==> src/rtl/pc_gen_unit_if.sv <==
// Fetch-PC generator bus: EX-stage resolution and trap inputs, fetch PC,
// prediction and performance-counter outputs.
interface pc_gen_unit_if #(
    parameter int XLEN  = 32,
    parameter int CNT_W = 32
);
    logic             stall_f;
    logic             ex_valid;
    logic [2:0]       ex_cond;
    logic [2:0]       ex_branch;
    logic             ex_jal;
    logic             ex_jalr;
    logic [XLEN-1:0]  ex_pc;
    logic [XLEN-1:0]  ex_imm;
    logic [XLEN-1:0]  ex_rs1;
    logic             ex_pred_taken;
    logic [XLEN-1:0]  ex_pred_tgt;
    logic             trap_valid;
    logic [XLEN-1:0]  trap_vec;
    logic [XLEN-1:0]  pc;
    logic [XLEN-1:0]  npc;
    logic             flush;
    logic             pred_taken;
    logic [XLEN-1:0]  pred_tgt;
    logic [CNT_W-1:0] perf_ctl;
    logic [CNT_W-1:0] perf_mispred;

    modport master (
        output stall_f, ex_valid, ex_cond, ex_branch, ex_jal, ex_jalr,
               ex_pc, ex_imm, ex_rs1, ex_pred_taken, ex_pred_tgt,
               trap_valid, trap_vec,
        input  pc, npc, flush, pred_taken, pred_tgt, perf_ctl, perf_mispred
    );

    modport slave (
        input  stall_f, ex_valid, ex_cond, ex_branch, ex_jal, ex_jalr,
               ex_pc, ex_imm, ex_rs1, ex_pred_taken, ex_pred_tgt,
               trap_valid, trap_vec,
        output pc, npc, flush, pred_taken, pred_tgt, perf_ctl, perf_mispred
    );
endinterface

==> src/rtl/pc_gen_unit.sv <==
// IF-stage PC generator: sequential / EX redirect / trap sources, flush and
// control-transfer counters. Define PC_BTB_EN to add a direct-mapped BTB.
module pc_gen_unit #(
    parameter int              XLEN       = 32,
    parameter logic [XLEN-1:0] RESET_PC   = '0,
    parameter int              INST_BYTES = 4,
    parameter int              CNT_W      = 32,
    parameter int              BTB_IDX_W  = 4
) (
    input  logic           clk,
    input  logic           rstn,
    pc_gen_unit_if.slave   bus
);
    localparam logic [XLEN-1:0] INST_STEP = XLEN'(INST_BYTES);
    localparam logic [XLEN-1:0] LSB_CLR   = ~XLEN'(1);

    logic             ctl;
    logic             taken;
    logic             redirect;
    logic             cnt_en;
    logic [XLEN-1:0]  act_tgt;
    logic [XLEN-1:0]  pc_q;
    logic [XLEN-1:0]  npc;
    logic             pred_taken;
    logic [XLEN-1:0]  pred_tgt;
    logic [CNT_W-1:0] perf_ctl_q;
    logic [CNT_W-1:0] perf_mispred_q;

    assign ctl   = bus.ex_valid & (bus.ex_jal | bus.ex_jalr | (|bus.ex_branch));
    assign taken = bus.ex_valid & (bus.ex_jal | bus.ex_jalr | (|(bus.ex_cond & bus.ex_branch)));

    always_comb begin
        if (!taken)
            act_tgt = bus.ex_pc + INST_STEP;
        else if (bus.ex_jalr)
            act_tgt = (bus.ex_rs1 + bus.ex_imm) & LSB_CLR;
        else
            act_tgt = bus.ex_pc + bus.ex_imm;
    end

    // Counters and BTB advance with the pipeline, or when EX forces a redirect.
    assign cnt_en = ~bus.stall_f | redirect;

`ifdef PC_BTB_EN
    localparam int ENTRIES = 1 << BTB_IDX_W;
    localparam int TAG_W   = XLEN - BTB_IDX_W - 2;

    logic             btb_valid [ENTRIES];
    logic [TAG_W-1:0] btb_tag   [ENTRIES];
    logic [XLEN-1:0]  btb_tgt   [ENTRIES];
    logic [1:0]       btb_ctr   [ENTRIES];

    logic [BTB_IDX_W-1:0] f_idx;
    logic [BTB_IDX_W-1:0] u_idx;
    logic [TAG_W-1:0]     f_tag;
    logic [TAG_W-1:0]     u_tag;
    logic                 f_hit;
    logic                 u_hit;
    logic                 btb_upd;

    assign f_idx   = pc_q[BTB_IDX_W+1:2];
    assign f_tag   = pc_q[XLEN-1:BTB_IDX_W+2];
    assign u_idx   = bus.ex_pc[BTB_IDX_W+1:2];
    assign u_tag   = bus.ex_pc[XLEN-1:BTB_IDX_W+2];
    assign f_hit   = btb_valid[f_idx] && (btb_tag[f_idx] == f_tag);
    assign u_hit   = btb_valid[u_idx] && (btb_tag[u_idx] == u_tag);
    assign btb_upd = ctl & cnt_en;

    assign pred_taken = f_hit & btb_ctr[f_idx][1];
    assign pred_tgt   = f_hit ? btb_tgt[f_idx] : '0;
    assign redirect   = ctl & ((taken != bus.ex_pred_taken) |
                               (taken & (act_tgt != bus.ex_pred_tgt)));

    always_ff @(posedge clk or negedge rstn) begin
        if (!rstn) begin
            for (int i = 0; i < ENTRIES; i++)
                btb_valid[i] <= 1'b0;
        end else if (btb_upd) begin
            btb_valid[u_idx] <= 1'b1;
        end
    end

    // NOTE: only the valid bits need reset; tag/target/counter contents are
    // never observed while the entry is invalid, so they stay plain RAM.
    always_ff @(posedge clk) begin
        if (btb_upd) begin
            btb_tag[u_idx] <= u_tag;
            btb_tgt[u_idx] <= act_tgt;
            if (!u_hit)
                btb_ctr[u_idx] <= taken ? 2'd2 : 2'd1;
            else if (taken)
                btb_ctr[u_idx] <= (btb_ctr[u_idx] == 2'd3) ? 2'd3 : btb_ctr[u_idx] + 2'd1;
            else
                btb_ctr[u_idx] <= (btb_ctr[u_idx] == 2'd0) ? 2'd0 : btb_ctr[u_idx] - 2'd1;
        end
    end
`else
    logic unused_pred;

    assign pred_taken  = 1'b0;
    assign pred_tgt    = '0;
    assign redirect    = taken;
    assign unused_pred = ^{bus.ex_pred_taken, bus.ex_pred_tgt, (BTB_IDX_W > 0)};
`endif

    // NOTE: every branch of this always_comb assigns npc, so no latch is inferred.
    always_comb begin
        npc = pc_q + INST_STEP;
        if (bus.trap_valid)
            npc = bus.trap_vec;
        else if (redirect)
            npc = act_tgt;
        else if (bus.stall_f)
            npc = pc_q;
        else if (pred_taken)
            npc = pred_tgt;
    end

    // NOTE: sequential state uses non-blocking assignments so every register
    // samples pre-edge values regardless of statement order.
    always_ff @(posedge clk or negedge rstn) begin
        if (!rstn) begin
            pc_q           <= RESET_PC;
            perf_ctl_q     <= '0;
            perf_mispred_q <= '0;
        end else begin
            pc_q <= npc;
            if (cnt_en) begin
                perf_ctl_q     <= perf_ctl_q + CNT_W'(ctl);
                perf_mispred_q <= perf_mispred_q + CNT_W'(redirect & ~bus.trap_valid);
            end
        end
    end

    assign bus.pc           = pc_q;
    assign bus.npc          = npc;
    assign bus.flush        = bus.trap_valid | redirect;
    assign bus.pred_taken   = pred_taken;
    assign bus.pred_tgt     = pred_tgt;
    assign bus.perf_ctl     = perf_ctl_q;
    assign bus.perf_mispred = perf_mispred_q;
endmodule
==> src/flat_wrapper.sv <==
// flat-port wrapper written by rule: the top's interface ports become plain ports
module pc_gen_unit_flat 
#(
    parameter int              XLEN       = 32,
    parameter logic [XLEN-1:0] RESET_PC   = '0,
    parameter int              INST_BYTES = 4,
    parameter int              CNT_W      = 32,
    parameter int              BTB_IDX_W  = 4
)
  (clk, rstn, bus_stall_f, bus_ex_valid, bus_ex_cond, bus_ex_branch, bus_ex_jal, bus_ex_jalr, bus_ex_pc, bus_ex_imm, bus_ex_rs1, bus_ex_pred_taken, bus_ex_pred_tgt, bus_trap_valid, bus_trap_vec, bus_pc, bus_npc, bus_flush, bus_pred_taken, bus_pred_tgt, bus_perf_ctl, bus_perf_mispred);
  pc_gen_unit_if #(.XLEN(XLEN), .CNT_W(CNT_W)) bus_i ();
  input  logic clk;
  input  logic rstn;
  input wire logic [$bits(bus_i.stall_f)-1:0] bus_stall_f;
  input wire logic [$bits(bus_i.ex_valid)-1:0] bus_ex_valid;
  input wire logic [$bits(bus_i.ex_cond)-1:0] bus_ex_cond;
  input wire logic [$bits(bus_i.ex_branch)-1:0] bus_ex_branch;
  input wire logic [$bits(bus_i.ex_jal)-1:0] bus_ex_jal;
  input wire logic [$bits(bus_i.ex_jalr)-1:0] bus_ex_jalr;
  input wire logic [$bits(bus_i.ex_pc)-1:0] bus_ex_pc;
  input wire logic [$bits(bus_i.ex_imm)-1:0] bus_ex_imm;
  input wire logic [$bits(bus_i.ex_rs1)-1:0] bus_ex_rs1;
  input wire logic [$bits(bus_i.ex_pred_taken)-1:0] bus_ex_pred_taken;
  input wire logic [$bits(bus_i.ex_pred_tgt)-1:0] bus_ex_pred_tgt;
  input wire logic [$bits(bus_i.trap_valid)-1:0] bus_trap_valid;
  input wire logic [$bits(bus_i.trap_vec)-1:0] bus_trap_vec;
  output wire logic [$bits(bus_i.pc)-1:0] bus_pc;
  output wire logic [$bits(bus_i.npc)-1:0] bus_npc;
  output wire logic [$bits(bus_i.flush)-1:0] bus_flush;
  output wire logic [$bits(bus_i.pred_taken)-1:0] bus_pred_taken;
  output wire logic [$bits(bus_i.pred_tgt)-1:0] bus_pred_tgt;
  output wire logic [$bits(bus_i.perf_ctl)-1:0] bus_perf_ctl;
  output wire logic [$bits(bus_i.perf_mispred)-1:0] bus_perf_mispred;
  assign bus_i.stall_f = bus_stall_f;
  assign bus_i.ex_valid = bus_ex_valid;
  assign bus_i.ex_cond = bus_ex_cond;
  assign bus_i.ex_branch = bus_ex_branch;
  assign bus_i.ex_jal = bus_ex_jal;
  assign bus_i.ex_jalr = bus_ex_jalr;
  assign bus_i.ex_pc = bus_ex_pc;
  assign bus_i.ex_imm = bus_ex_imm;
  assign bus_i.ex_rs1 = bus_ex_rs1;
  assign bus_i.ex_pred_taken = bus_ex_pred_taken;
  assign bus_i.ex_pred_tgt = bus_ex_pred_tgt;
  assign bus_i.trap_valid = bus_trap_valid;
  assign bus_i.trap_vec = bus_trap_vec;
  assign bus_pc = bus_i.pc;
  assign bus_npc = bus_i.npc;
  assign bus_flush = bus_i.flush;
  assign bus_pred_taken = bus_i.pred_taken;
  assign bus_pred_tgt = bus_i.pred_tgt;
  assign bus_perf_ctl = bus_i.perf_ctl;
  assign bus_perf_mispred = bus_i.perf_mispred;
  pc_gen_unit #(.XLEN(XLEN), .RESET_PC(RESET_PC), .INST_BYTES(INST_BYTES), .CNT_W(CNT_W), .BTB_IDX_W(BTB_IDX_W)) u_core (.clk(clk), .rstn(rstn), .bus(bus_i));
endmodule
==> config.mk <==
export PLATFORM = sky130hd
export DESIGN_NAME = pc_gen_unit_flat
export DESIGN_NICKNAME = d
export VERILOG_FILES = /design/src/rtl/pc_gen_unit_if.sv /design/src/rtl/pc_gen_unit.sv /design/src/flat_wrapper.sv
export SDC_FILE = /design/constraint.sdc
export NUM_CORES = 1
export LEC_CHECK = 0
export CAP_MARGIN = 10
export CORE_MARGIN = 2
export CORE_UTILIZATION = 41
export DETAILED_ROUTE_END_ITERATION = 6
export GPL_TIMING_DRIVEN = 0
export HOLD_SLACK_MARGIN = 0.05
export PLACE_DENSITY = 0.79
export SLEW_MARGIN = 20
export SYNTH_ARGS = -nofsm -noshare
export SYNTH_HDL_FRONTEND = slang
export SYNTH_SLANG_ARGS = --single-unit
export TNS_END_PERCENT = 20
==> constraint.sdc <==
create_clock -name clk -period 5.25 [get_ports clk]
set_clock_uncertainty 0.15 [all_clocks]
set_input_delay 1.575 -clock clk [delete_from_list [all_inputs] [get_ports clk]]
set_output_delay 1.575 -clock clk [all_outputs]
set_load 0.02 [all_outputs]
* Word level (Yosys, flattened, before mapping)
Cells that the tools add are included.
** Storage, ports and cells
- Flip-flop bits (word level) :: 96
- Logic and storage cells :: 25
** Operators by class
- Add/sub/neg operators :: 5
- Muxes and demuxes :: 4
- Bitwise operators :: 11
- Reduce and logical (&&, ||, !) cells :: 2
** Operator list (number)
- $mux W32 :: 4
- $add A32 B32 Y32 :: 3
- $add A32 B1 Y32 :: 1
- $add A32 B3 Y32 const B :: 1
- $and A1 B32 Y32 :: 1
- $not A1 Y32 :: 1
- $reduce_or A3 Y1 :: 2
- $or A1 B1 Y1 :: 5
- $and A3 B3 Y3 :: 1
- $and A1 B1 Y1 :: 2
- $not A1 Y1 :: 1

* Logic depth before layout (Yosys ltp)
- Depth after elaboration :: 6
- Mapped depth :: 13
- Mapped depth without buffers :: 11

* Worst setup path before layout
OpenSTA, ideal clock, no wires.
- Path kind :: input to output
- Start :: in bus_ex_imm[0]
- End :: out bus_npc[28]
- Data arrival time :: 4018 ps
- Required time :: 3525 ps
- Path slack :: -493 ps
- Cell stages on the path :: 10
- Buffers on the path :: 0
- Cell sequence :: ha_1 -> fa_1 -> a21o_1 -> a31o_1 -> nand2_1 -> o2111ai_1 -> a21oi_1 -> o21bai_1 -> and4b_1 -> a211oi_1
** On the way
- Longest elaborated chain between the ends :: 4
- Elaborated cells on any way between the ends :: 5
- Classes of those cells :: 2 x add/sub; 3 x mux
** Ends and longest elaborated chain
- start: declaration :: RTL line flat_wrapper.sv:21 : input wire logic [$bits(bus_i.ex_imm)-1:0] bus_ex_imm;
- $add A32 B32 Y32 (on tied branches) :: RTL line pc_gen_unit.sv:38, pc_gen_unit.sv:36
- $mux W32 * :: RTL line pc_gen_unit.sv:35 : else if (bus.ex_jalr)
- $mux W32 * :: RTL line pc_gen_unit.sv:111 : else if (redirect)
- $mux W32 * :: RTL line pc_gen_unit.sv:109 : if (bus.trap_valid)
- end: declaration :: RTL line flat_wrapper.sv:28 : output wire logic [$bits(bus_i.npc)-1:0] bus_npc;
Mark *: on every way between the ends. The rest lies on a longest branch, timed or not.

* Final worst setup path
- Start :: in bus_ex_imm[0]
- End :: out bus_npc[30]
Same word-level chain as after synthesis.

==> results.toml <==
[cells_and_area]
regArea_um2 = 2400
layoutNonFillerInstCount = 1664
fin_nets = 1623
drive_gt1_frac = 0.285
syn_to_final_growth_pct = 59.4
fill_cells = 1597
multiInputGateArea_um2 = 7350
final_area_um2 = 13900
utilization = 0.663

[drt]
wl_met2_mm = 16.3
dr_wl_met3_mm = 2.06
via_per_inst = 5.71
drcViolationCount = 0
wl_per_cell_um = 19.7
drt_wl_total_mm = 32.8
ant_nets = 0
vias = 9505
topRoutingLayerUsed = "met4"
wirelength_met1_mm = 13.3
dr.pass1.iters = 6
initialDrtViolationCount = 890

[min_path]
whs_path_depth = 1
hp-start = "u_core.bus.perf_mispred[31]$_DFFE_PN0P_"
min_path_type = "flop to flop"
hold_end = "u_core.bus.perf_mispred[31]$_DFFE_PN0P_"

[floorplan]
io_pins = 336
start_util = 0.416
core-area_um2 = 21000
die_area_um2 = 22500
die_width_um = 150
fp.dieH_um = 150
rows = 53

[clock_network]
cts.sinks = 96
clkLatencyLatePin_ns = 0.34
cts.clk_slew.worst_paths_ns = 0.07
cts_tree = "done"
root_buffer = "clkbuf_16"
clk_path_buf_depth = 2
cts_buffers = 9
htree_levels = 3

[worst_setup_path]
r2r_start = "u_core.bus.pc[2]$_DFF_PN0_"
ff2ff_setup_slack_ns = 2.51
reg2reg_depth = 10
cp-end-kind = "output pin"
crit-reg2reg-capture = "u_core.bus.pc[28]$_DFF_PN0_"
path_max_fanout = 3
startpoint_type = "input port"
cp.arrival_ns = 4.18
crit_required_ns = 3.53
critPathKind = "input port to output pin"

[timing]
fmax_mhz = 169
grt_setup_unrepaired = "true"
finalSetupViolCount = 28
tightest_slew_ns = 0.756
hold_viol = 0
period_minus_slack_ns = 5.90
period_share = 1.12
holdWs_ns = 0.324
slew_headroom = 0.496
worst_slack_ns = -0.651
final_max_slew_viol_count = 0

[yosys]
ys_seq_area_frac = 0.276
synth-edff-count = 0
async_flop_share = 1.00
synthesis.area_um2 = 8720
syn_avg_cell_area_um2 = 8.59
ys_ff_latch = 96
ys_warn_count = 0
syn_inst = 1015
synthFlopType = "dfrtp_1"
ys_types = 84

[placement]
placed_cells = 1589
placed_area_um2 = 11900
place_hpwl_mm = 23.7
numPortBuffers = 266
place_congestion = 0.929

[global_routing]
track_usage = 0.265
antenna_found_initial = 3
grt_max_degree = 77
first_global_vias = 8982
grt_overflow = 0
grt_first_pass_wirelength_mm = 47.2

[pwr]
power_density_nw_per_um2 = 220
power_leakage_uw = 0.00599
total_power_uw = 3060
ir_drop_v = 0.000129

[outcome]
violations = "negative setup slack"
status = "finished with violations"

[run]
drv_cap = 0
## power by group
part	internal [uW]	switching, uW	total [uW]
logic	734	827	1560
clock network	320	276	596
registers	813	95.0	908
## sequential cells by signal, indices dropped and copies added, names as in the netlist
name	count
u_core.bus.perf_ctl	32
u_core.bus.pc	32
u_core.bus.perf_mispred	32
## critical path: stages
cell and delay (ns):
buf_8 0.10, and2_4 0.15, fa_2 0.34, a21o_1 0.21
o2bb2ai_4 0.14, o31ai_4 0.18, buf_6 0.15, o31ai_4 0.07
a211oi_2 0.33, a21oi_2 0.11, mux2_4 0.33, a221oi_4 0.32
buf_6 0.16
## layout by cell type, fill, tap and decap left out, types with 17 or more instances in the layout
cell type and count:
clkbuf_2 23, nor2_1 52, a21oi_2 27, nand3_1 44, ha_1 17, nand2_1 98
and3_1 24, clkdlybuf4s50_1 166, a21o_1 25, conb_1 33, dfrtp_1 96, buf_4 120
nand4_1 24, xor2_1 48, dlymetal6s2s_1 21, a21oi_1 47, ha_4 47, xnor2_1 81
o21ai_0 31
## how the worst max path moves through the flow
stage,slack [ns],from,end
after floorplan,-0.34,bus_ex_rs1[16],bus_npc[23]
after CTS,-0.62,bus_ex_imm[0],bus_npc[30]
final,-0.65,bus_ex_imm[0],bus_npc[30]
after global routing,-0.75,bus_ex_imm[0],bus_npc[30]
after global placement,-1.67,bus_ex_imm[0],bus_npc[30]
after detailed placement,-1.63,bus_ex_imm[0],bus_npc[30]
## kinds of logic after synthesis
kind of cell | Yosys count | share of synthesized area
other | 1 | 0.000430
muxes | 12 | 0.0151
buffers and inverters | 86 | 0.0531
and+or+nand+nor | 325 | 0.189
DFF | 96 | 0.276
AOI/OAI and AO/OA | 290 | 0.230
xor gates and xnor gates | 137 | 0.138
adders and majority gates | 68 | 0.0993
## area by class of cell
class / instances / area share
Multi-Input combinational cell: 865 / 0.529
Timing Repair Buffer: 339 / 0.223
Clock inverter: 5 / 0.00234
Sequential cell: 96 / 0.173
Inverter: 18 / 0.00486
Tap cell: 275 / 0.0248
Buffer: 52 / 0.0257
Antenna cell: 4 / 0.000720
Clock buffer: 10 / 0.0165
## cell usage after synthesis (12+ instances only)
library cell,count,area [um^2]
a21oi_1,81,405
o21bai_1,12,90.1
nand4_1,24,150
clkbuf_1,25,93.8
inv_1,17,63.8
dfrtp_1,96,2400
nand3_1,46,230
ha_1,66,826
o22ai_1,15,93.8
nand2_1,105,394
nor2_1,58,218
xnor2_1,86,753
a21o_1,26,195
xor2_1,51,447
and3_1,25,156
o21ai_0,47,235
buf_4,33,248
a211oi_1,14,105
## routing by layer
metal / vias up / track usage
met5: - / 0
met4: 0 / 0.0929
met3: 99 / 0.0271
met2: 475 / 0.465
met1: 4529 / 0.339
li1: 4402 / -
## through the flow
| stage | TNS, ns | worst slack [ns] |
|---|---|---|
| floorplan | -3.46 | -0.342 |
| global placement | -142.09 | -1.67 |
| detailed placement | -41.67 | -1.63 |
| CTS | -11.97 | -0.615 |
| global route | -13.64 | -0.749 |
| finish | -11.42 | -0.651 |
## what timing repair did
item | 4_1_cts | 5_1_grt
cloned | 0 | 0
endpoints found under the setup margin | 33 | 33
hold buffers | 0 | 0
buffers inserted | 44 | 30
pin swaps | 85 | 91
gates resized for setup | 381 | 186
(Power assumes the default switching activity.)
